`config.mk`:
```
export PLATFORM = sky130hd
export DESIGN_NAME = encoder_4x2_hs_flat
export DESIGN_NICKNAME = d
export VERILOG_FILES = /design/src/rtl/enc_pkg.sv /design/src/rtl/encoder_4x2_hs_if.sv /design/src/rtl/priority_pick_4.sv /design/src/rtl/encoder_4x2_hs.sv /design/src/flat_wrapper.sv
export SDC_FILE = /design/constraint.sdc
export NUM_CORES = 1
export LEC_CHECK = 0
export CAP_MARGIN = 10
export CORE_AREA = 2 2 39 41
export CTS_BUF_LIST = sky130_fd_sc_hd__clkbuf_2 sky130_fd_sc_hd__clkbuf_4 sky130_fd_sc_hd__clkbuf_8
export CTS_CLUSTER_DIAMETER = 50
export DETAILED_ROUTE_END_ITERATION = 16
export DIE_AREA = 0 0 41 43
export GPL_ROUTABILITY_DRIVEN = 0
export PLACE_DENSITY = 0.71
export SLEW_MARGIN = 10
export SYNTH_ARGS = -nofsm -noshare
export SYNTH_HDL_FRONTEND = slang
export SYNTH_HIERARCHICAL = 1
export SYNTH_SLANG_ARGS = --single-unit
```
`constraint.sdc`:
```
create_clock -name clk -period 1.9 [get_ports clk]
set_clock_uncertainty 0.1 [all_clocks]
set_input_delay 0.285 -clock clk [delete_from_list [all_inputs] [get_ports clk]]
set_output_delay 0.285 -clock clk [all_outputs]
set_load 0.03 [all_outputs]
```
`src/rtl/enc_pkg.sv`:
```
// rtl/enc_pkg.sv - shared constants, state type and helpers for the 4-to-2 handshake encoder
// Purpose : line count, code width, FSM state enum, round-robin pointer reset value
//           and a code-to-one-hot helper used by the encoder datapath.
// Ports   : none (package).
package enc_pkg;

   localparam int LINES  = 4;
   localparam int CODE_W = 2;

   // Pointer resets to the last line so the first round-robin search starts at line 0.
   localparam logic [CODE_W-1:0] PTR_RST = 2'd3;

   typedef enum logic {
      IDLE = 1'b0,
      HOLD = 1'b1
   } state_t;

   function automatic logic [LINES-1:0] line_onehot(input logic [CODE_W-1:0] code);
      logic [LINES-1:0] v;
      v       = '0;
      v[code] = 1'b1;
      return v;
   endfunction

endpackage

```
`src/rtl/encoder_4x2_hs_if.sv`:
```
// rtl/encoder_4x2_hs_if.sv - request/code handshake bundle between event sources and consumer
// Purpose : groups the request lines, encoded output handshake and status signals.
// Signals : req[3:0]  request lines, bit k requests line k
//           a, b      encoded line {a,b}
//           out_valid {a,b} holds a pending line
//           out_ready consumer accepts the code
//           pend[3:0] pending register (status)
//           ovf       an event merged into an already-pending line
// Modports: master = encoder side, slave = source/consumer side.
interface encoder_4x2_hs_if;

   logic [enc_pkg::LINES-1:0] req;
   logic                      a;
   logic                      b;
   logic                      out_valid;
   logic                      out_ready;
   logic [enc_pkg::LINES-1:0] pend;
   logic                      ovf;

   modport master (
      input  req,
      input  out_ready,
      output a,
      output b,
      output out_valid,
      output pend,
      output ovf
   );

   modport slave (
      output req,
      output out_ready,
      input  a,
      input  b,
      input  out_valid,
      input  pend,
      input  ovf
   );

endinterface

```
`src/rtl/priority_pick_4.sv`:
```
// rtl/priority_pick_4.sv - rotating first-set search over four lines
// Purpose : returns the first set bit of vec, searching upward from index start
//           and wrapping; start = 0 gives plain lowest-index priority.
// Ports   : vec[3:0]  candidate lines
//           start     first index examined
//           code      selected line index
//           found     vec had at least one bit set
module priority_pick_4
   import enc_pkg::*;
(
   input  logic [LINES-1:0]  vec,
   input  logic [CODE_W-1:0] start,
   output logic [CODE_W-1:0] code,
   output logic              found
);

   logic [CODE_W-1:0] idx;

   // Walk offsets from farthest to nearest so the nearest set line is the last writer.
   always_comb begin
      code  = '0;
      found = 1'b0;
      idx   = '0;
      for (int i = LINES - 1; i >= 0; i--) begin
         idx = start + CODE_W'(i);
         if (vec[idx]) begin
            code  = idx;
            found = 1'b1;
         end
      end
   end

endmodule

```
`src/rtl/encoder_4x2_hs.sv`:
```
// rtl/encoder_4x2_hs.sv - registered 4-to-2 encoder with pending register and valid/ready output
// Purpose : captures request events into a pending register and serves them one per
//           handshake as code {a,b}; line k = 2a+b.
// Ports   : clk       rising-edge clock
//           rst_n     asynchronous active-low reset
//           bus       encoder_4x2_hs_if.master (req, out_ready in; a, b, out_valid, pend, ovf out)
// Params  : OVF_STICKY 0 = ovf is a one-cycle pulse, 1 = ovf holds until reset
// Macro   : ENC_RR_EN  defined = round-robin selection, undefined = lowest index first
module encoder_4x2_hs
   import enc_pkg::*;
#(
   parameter bit OVF_STICKY = 1'b0
) (
   input logic              clk,
   input logic              rst_n,
   encoder_4x2_hs_if.master bus
);

   state_t            state_q;
   logic [LINES-1:0]  pend_q;
   logic [LINES-1:0]  pend_d;
   logic [CODE_W-1:0] code_q;
   logic              valid_q;
   logic              ovf_q;

   logic              hs;
   logic [LINES-1:0]  clr;
   logic [LINES-1:0]  hit;
   logic [LINES-1:0]  pick_vec;
   logic [CODE_W-1:0] start;
   logic [CODE_W-1:0] pick_code;
   logic              pick_found;

   assign hs     = valid_q & bus.out_ready;
   assign clr    = hs ? line_onehot(code_q) : '0;
   // A request on the line being cleared re-arms it as a fresh event.
   assign pend_d = (pend_q & ~clr) | bus.req;
   assign hit    = bus.req & pend_q & ~clr;

   // IDLE presents from the registered pending set (two-cycle request latency);
   // HOLD reloads back-to-back from the post-handshake set.
   assign pick_vec = (state_q == HOLD) ? pend_d : pend_q;

`ifdef ENC_RR_EN
   logic [CODE_W-1:0] ptr_q;

   // On a handshake the served line becomes the pointer on this same edge.
   assign start = (hs ? code_q : ptr_q) + 2'd1;

   always_ff @(posedge clk or negedge rst_n) begin
      if (!rst_n) begin
         ptr_q <= PTR_RST;
      end else if (hs) begin
         ptr_q <= code_q;
      end
   end
`else
   assign start = '0;
`endif

   priority_pick_4 u_pick (
      .vec   (pick_vec),
      .start (start),
      .code  (pick_code),
      .found (pick_found)
   );

   always_ff @(posedge clk or negedge rst_n) begin
      if (!rst_n) begin
         state_q <= IDLE;
         pend_q  <= '0;
         code_q  <= '0;
         valid_q <= 1'b0;
         ovf_q   <= 1'b0;
      end else begin
         pend_q <= pend_d;
         ovf_q  <= OVF_STICKY ? (ovf_q | (|hit)) : (|hit);
         case (state_q)
            IDLE: begin
               if (pick_found) begin
                  code_q  <= pick_code;
                  valid_q <= 1'b1;
                  state_q <= HOLD;
               end
            end
            HOLD: begin
               if (hs) begin
                  if (pick_found) begin
                     code_q <= pick_code;
                  end else begin
                     valid_q <= 1'b0;
                     state_q <= IDLE;
                  end
               end
            end
            default: begin
               valid_q <= 1'b0;
               state_q <= IDLE;
            end
         endcase
      end
   end

   assign bus.a         = code_q[1];
   assign bus.b         = code_q[0];
   assign bus.out_valid = valid_q;
   assign bus.pend      = pend_q;
   assign bus.ovf       = ovf_q;

endmodule

```
`src/flat_wrapper.sv`:
```
// flat-port wrapper written by rule: the top's interface ports become plain ports
module encoder_4x2_hs_flat import enc_pkg::*;
#(
   parameter bit OVF_STICKY = 1'b0
)
  (clk, rst_n, bus_req, bus_out_ready, bus_a, bus_b, bus_out_valid, bus_pend, bus_ovf);
  encoder_4x2_hs_if bus_i ();
  input logic clk;
  input logic rst_n;
  input wire logic [$bits(bus_i.req)-1:0] bus_req;
  input wire logic [$bits(bus_i.out_ready)-1:0] bus_out_ready;
  output wire logic [$bits(bus_i.a)-1:0] bus_a;
  output wire logic [$bits(bus_i.b)-1:0] bus_b;
  output wire logic [$bits(bus_i.out_valid)-1:0] bus_out_valid;
  output wire logic [$bits(bus_i.pend)-1:0] bus_pend;
  output wire logic [$bits(bus_i.ovf)-1:0] bus_ovf;
  assign bus_i.req = bus_req;
  assign bus_i.out_ready = bus_out_ready;
  assign bus_a = bus_i.a;
  assign bus_b = bus_i.b;
  assign bus_out_valid = bus_i.out_valid;
  assign bus_pend = bus_i.pend;
  assign bus_ovf = bus_i.ovf;
  encoder_4x2_hs #(.OVF_STICKY(OVF_STICKY)) u_core (.clk(clk), .rst_n(rst_n), .bus(bus_i));
endmodule
```
==> run summary <==
Count of H-tree levels built during CTS: 1. The critical path is of the flip-flop to flip-flop type. The cell area power density was 446.1 nW/um2; the clock latency on the worst-skew pair was 0.26 ns.

The first TritonRoute pass finished after 5 iterations. The worst register-to-register path has a depth of 8. The number of global-route vias before repair is 501. After detailed routing, the total wire length is 1398 um. The clock network burns 41.6% of the power.

dfrtp_1 takes more of the synthesized area than any other cell. During placement, the flow inserted port buffers numbering 14. The net count of the finished layout is 109.

Including well taps, the total number of placed cells is 109. The kind of start point of the critical path was a flip-flop. Final instance area: 883.3 um2. Row generation in the floorplan step produced 14 rows.

At the worst endpoint, the required time is 1.94 ns. The vertical extent of the die works out to 43 um. Total power for the finished layout comes to 0.3940 mW.

The library cell used most frequently in the layout, excluding fill and tap cells, is buf_4. TritonCTS built the clock tree. For the synthesis warning total, the log shows 6. The post-detailed-route wirelength per cell was 11.95 um. The detail route stage leaves a number of antenna-violating nets equal to 0. The number of max-capacitance violations reported was 0; the leakage power was 0.4266 nW. Traced cell by cell, the critical path runs through and4b_1, a21oi_1, a21o_1, nor2_2, nand2_1, inv_2, a21o_1, mux2_1. The analysis attributes to net switching a power of 0.08621 mW. Combinational logic burns 9.6% of the power.

The tools report the quantity of hold-fixing buffers added after cts as 0. Counting along the longest clock path gives a buffer depth of 2. Pin count of the biggest net entering global routing: 10. The share of post-route cells with drive strength above 1 was 28.71%; the endpoint arrival time on the critical path was 1.98 ns. In the routed design, unresolved DRC markers number 0. Setup repair after global routing could not meet its margin everywhere. The hold slack is 0.2220 ns. The total via count in the routed design was 587; the net switching fraction of the power was 21.88%.

Based on the critical path, the design can be clocked at up to 0.5156 GHz. Setup violations remaining at the end of the flow were counted as 2. On the worst path, the slowest cell contributes a delay of 0.45 ns. The initial utilization of the core area, before any placement, comes to 38.52%. The estimated wirelength of the detail-placed design is 987 um, and the number of DRC markers in iteration 0 is 9. Worst-case vdd ir drop: 0.0003117 V.

In this run the clock root is driven by a clkbuf_4. The max-slew violation total from the final report came out at 0. The flow ran to the end, but the final reports show violations.

Number of antenna diodes: 0. Minimum clock period after layout: 1.940 ns. The worst setup path is captured at a flip-flop. A synthesized cell averages 8.884 um2. The final hold violation count came out at 0.

In this run the worst setup path begins at u_core/code_q[1]. The cell that appears most often on the critical path is a21o_1. Along the worst path, the maximum fanout reaches 7. The number of antenna violations at the first check in global routing came out at 0.

The number of ports placed on the die boundary is 15, and the wire length of the first global-routing pass is 1973 um. In the layout the commonest cells are buf_4, clkdlybuf4s50_1, nand2_1. After synthesis, the largest area contributor takes up 42.25% of total cell area. The share of the clock period used by the worst path after layout was 102.1%.

Yosys attributes the largest share of cell area to dfrtp_1, nand2_1, a21o_1, mux2_1, nand2b_1. The termination of the worst setup path is u_core/code_q[1]. The logs give 117 for the filler-free cell count of the finished design and 533.0 um2 for the post-synthesis cell area. The final reports fail on negative setup slack. The tools report the area of the multi-input gates as 331.6 um2.

The part of the Yosys area used for sequential elements was 42.25%. After detailed placement, the total cell area comes to 812.0 um2. Registers are responsible for 48.8% of the overall power. In this run the worst hold path is classified as primary input to asynchronous set/reset pin.

The endpoint identified for the worst register-to-register timing path is u_core/code_q[1]. The worst register-to-register path begins at u_core/code_q[1]. Synthesis inferred 9 register bits. The total clock sinks was 9. In the global route stage, overall resource usage came out at 16.99%. For the post-layout worst setup margin, the log shows -0.03953 ns. The logs give 229.0 um2 for the sequential standard cell area and 29 for the count of different cell masters after synthesis. From synthesis to final layout, the design area changed by 65.73%. The tools report the internal power as 0.3078 mW. The floorplan step defined a core boundary enclosing 1384 um2. The floorplan step defined a die boundary enclosing 1763 um2. The post-synthesis cell count is 60, and the TritonCTS buffer count is 3. Via-per-instance ratio: 5.017. The slowest stage of the critical path is the dfrtp_2 cell. Across all register-to-register paths, the minimum setup slack is -0.04 ns.

The number of filler instances in the final layout was 112. After clock tree synthesis, the clock-pin slew on the worst setup and hold paths is 0.06 ns. The width of the chip came out at 41 um. The run gives 0 as the residual overflow from global routing.
==> worst min path at each step <==
stage / endpoint / depth (start not counted) / startpoint / slack, ns
after floorplan: u_core/bus.out_valid / 0 / rst_n / -0.11
after CTS: u_core/bus.pend[2] / 1 / rst_n / 0.23
after global placement: u_core/bus.pend[3] / 1 / u_core/bus.pend[3] / 0.40
after detailed placement: u_core/bus.pend[3] / 1 / u_core/bus.pend[3] / 0.41
final: u_core/bus.pend[1] / 1 / rst_n / 0.22
after global routing: u_core/bus.pend[0] / 1 / rst_n / 0.25
==> state kept, by name, summed over array words and instances (netlist names) <==
register,cells
u_core/bus.ovf,1
u_core/bus.pend,4
u_core/code_q,2
u_core/state_q,1
u_core/bus.out_valid,1
==> cell families after synthesis <==
| family | after synthesis | share of synthesized area, % |
|---|---|---|
| muxes | 3 | 6.103 |
| DFF | 9 | 42.25 |
| and+or+nand+nor | 26 | 24.89 |
| AOI/OAI and AO/OA | 17 | 23.01 |
| buffers and inverters | 4 | 3.051 |
| other | 1 | 0.7035 |
==> area by class of cell <==
| cell class | count | share of cell area [%] |
|---|---|---|
| Clock buffer | 4 | 3.399 |
| Inverter | 3 | 1.275 |
| Multi-Input combinational cell | 55 | 37.54 |
| Sequential cell | 9 | 25.92 |
| Tap cell | 16 | 2.266 |
| Timing Repair Buffer | 30 | 29.60 |
==> cells in the mapped netlist <==
cell type	n
nand2_1	11
dfrtp_1	9
a21o_1	4
nor2_1	4
a21oi_1	3
nand2b_1	3
inv_1	2
mux2_1	2
o21ai_0	2
a211oi_1	1
a211oi_2	1
a31oi_1	1
and2_1	1
and4b_1	1
buf_2	1
conb_1	1
inv_2	1
mux2i_1	1
nand2_2	1
nand3_1	1
nand3b_1	1
nand4_1	1
nand4b_1	1
nor3b_1	1
o21bai_1	1
o2bb2ai_1	1
o311ai_0	1
o31ai_1	1
o41ai_1	1
==> power groups by stage <==
| stage | logic (mW) | registers (mW) | clock network, mW |
|---|---|---|---|
| after floorplan | 0.0137 | 0.197 | 0 |
| after global placement | 0.0378 | 0.196 | 0 |
| after detailed placement | 0.0381 | 0.196 | 0 |
| after CTS | 0.0375 | 0.192 | 0.167 |
| after global routing | 0.0420 | 0.192 | 0.182 |
| final | 0.0377 | 0.192 | 0.164 |
==> worst max-delay path: cells and delay by family (launching register included) <==
kind,cells,cell delay (ns)
AND/OR/NAND/NOR,3,0.51
multiplexers,1,0.32
buffers and inverters,1,0.07
flip-flops,1,0.45
AO/OA/AOI/OAI,3,0.38
==> per-stage QoR <==
step	setup WS, ns	util [%]	setup TNS [ns]
global route	-0.1071	63.83	-0.2033
global placement	-0.3444	58.68	-0.8915
finish	-0.03953	63.83	-0.07523
CTS	0.003175	62.39	0
floorplan	-0.01987	-	-0.03974
detailed placement	-0.3527	58.68	-0.9367
==> per-layer routing <==
layer,share of wire [%],global-route usage (%),vias up
li1,-,-,290
met1,41,18.42,271
met2,53,28.44,24
met3,5.7,4.712,2
met4,0.43,8.000,0
met5,0,0,-
==> repair_timing <==
item / in CTS / in global routing
resized for setup: 1 / 4
pin swaps: 0 / 1
cloned: 0 / 0
setup buffers: 3 / 1
endpoints found under the setup margin: 2 / 3
No activity file was read; power rests on OpenSTA's default activity.
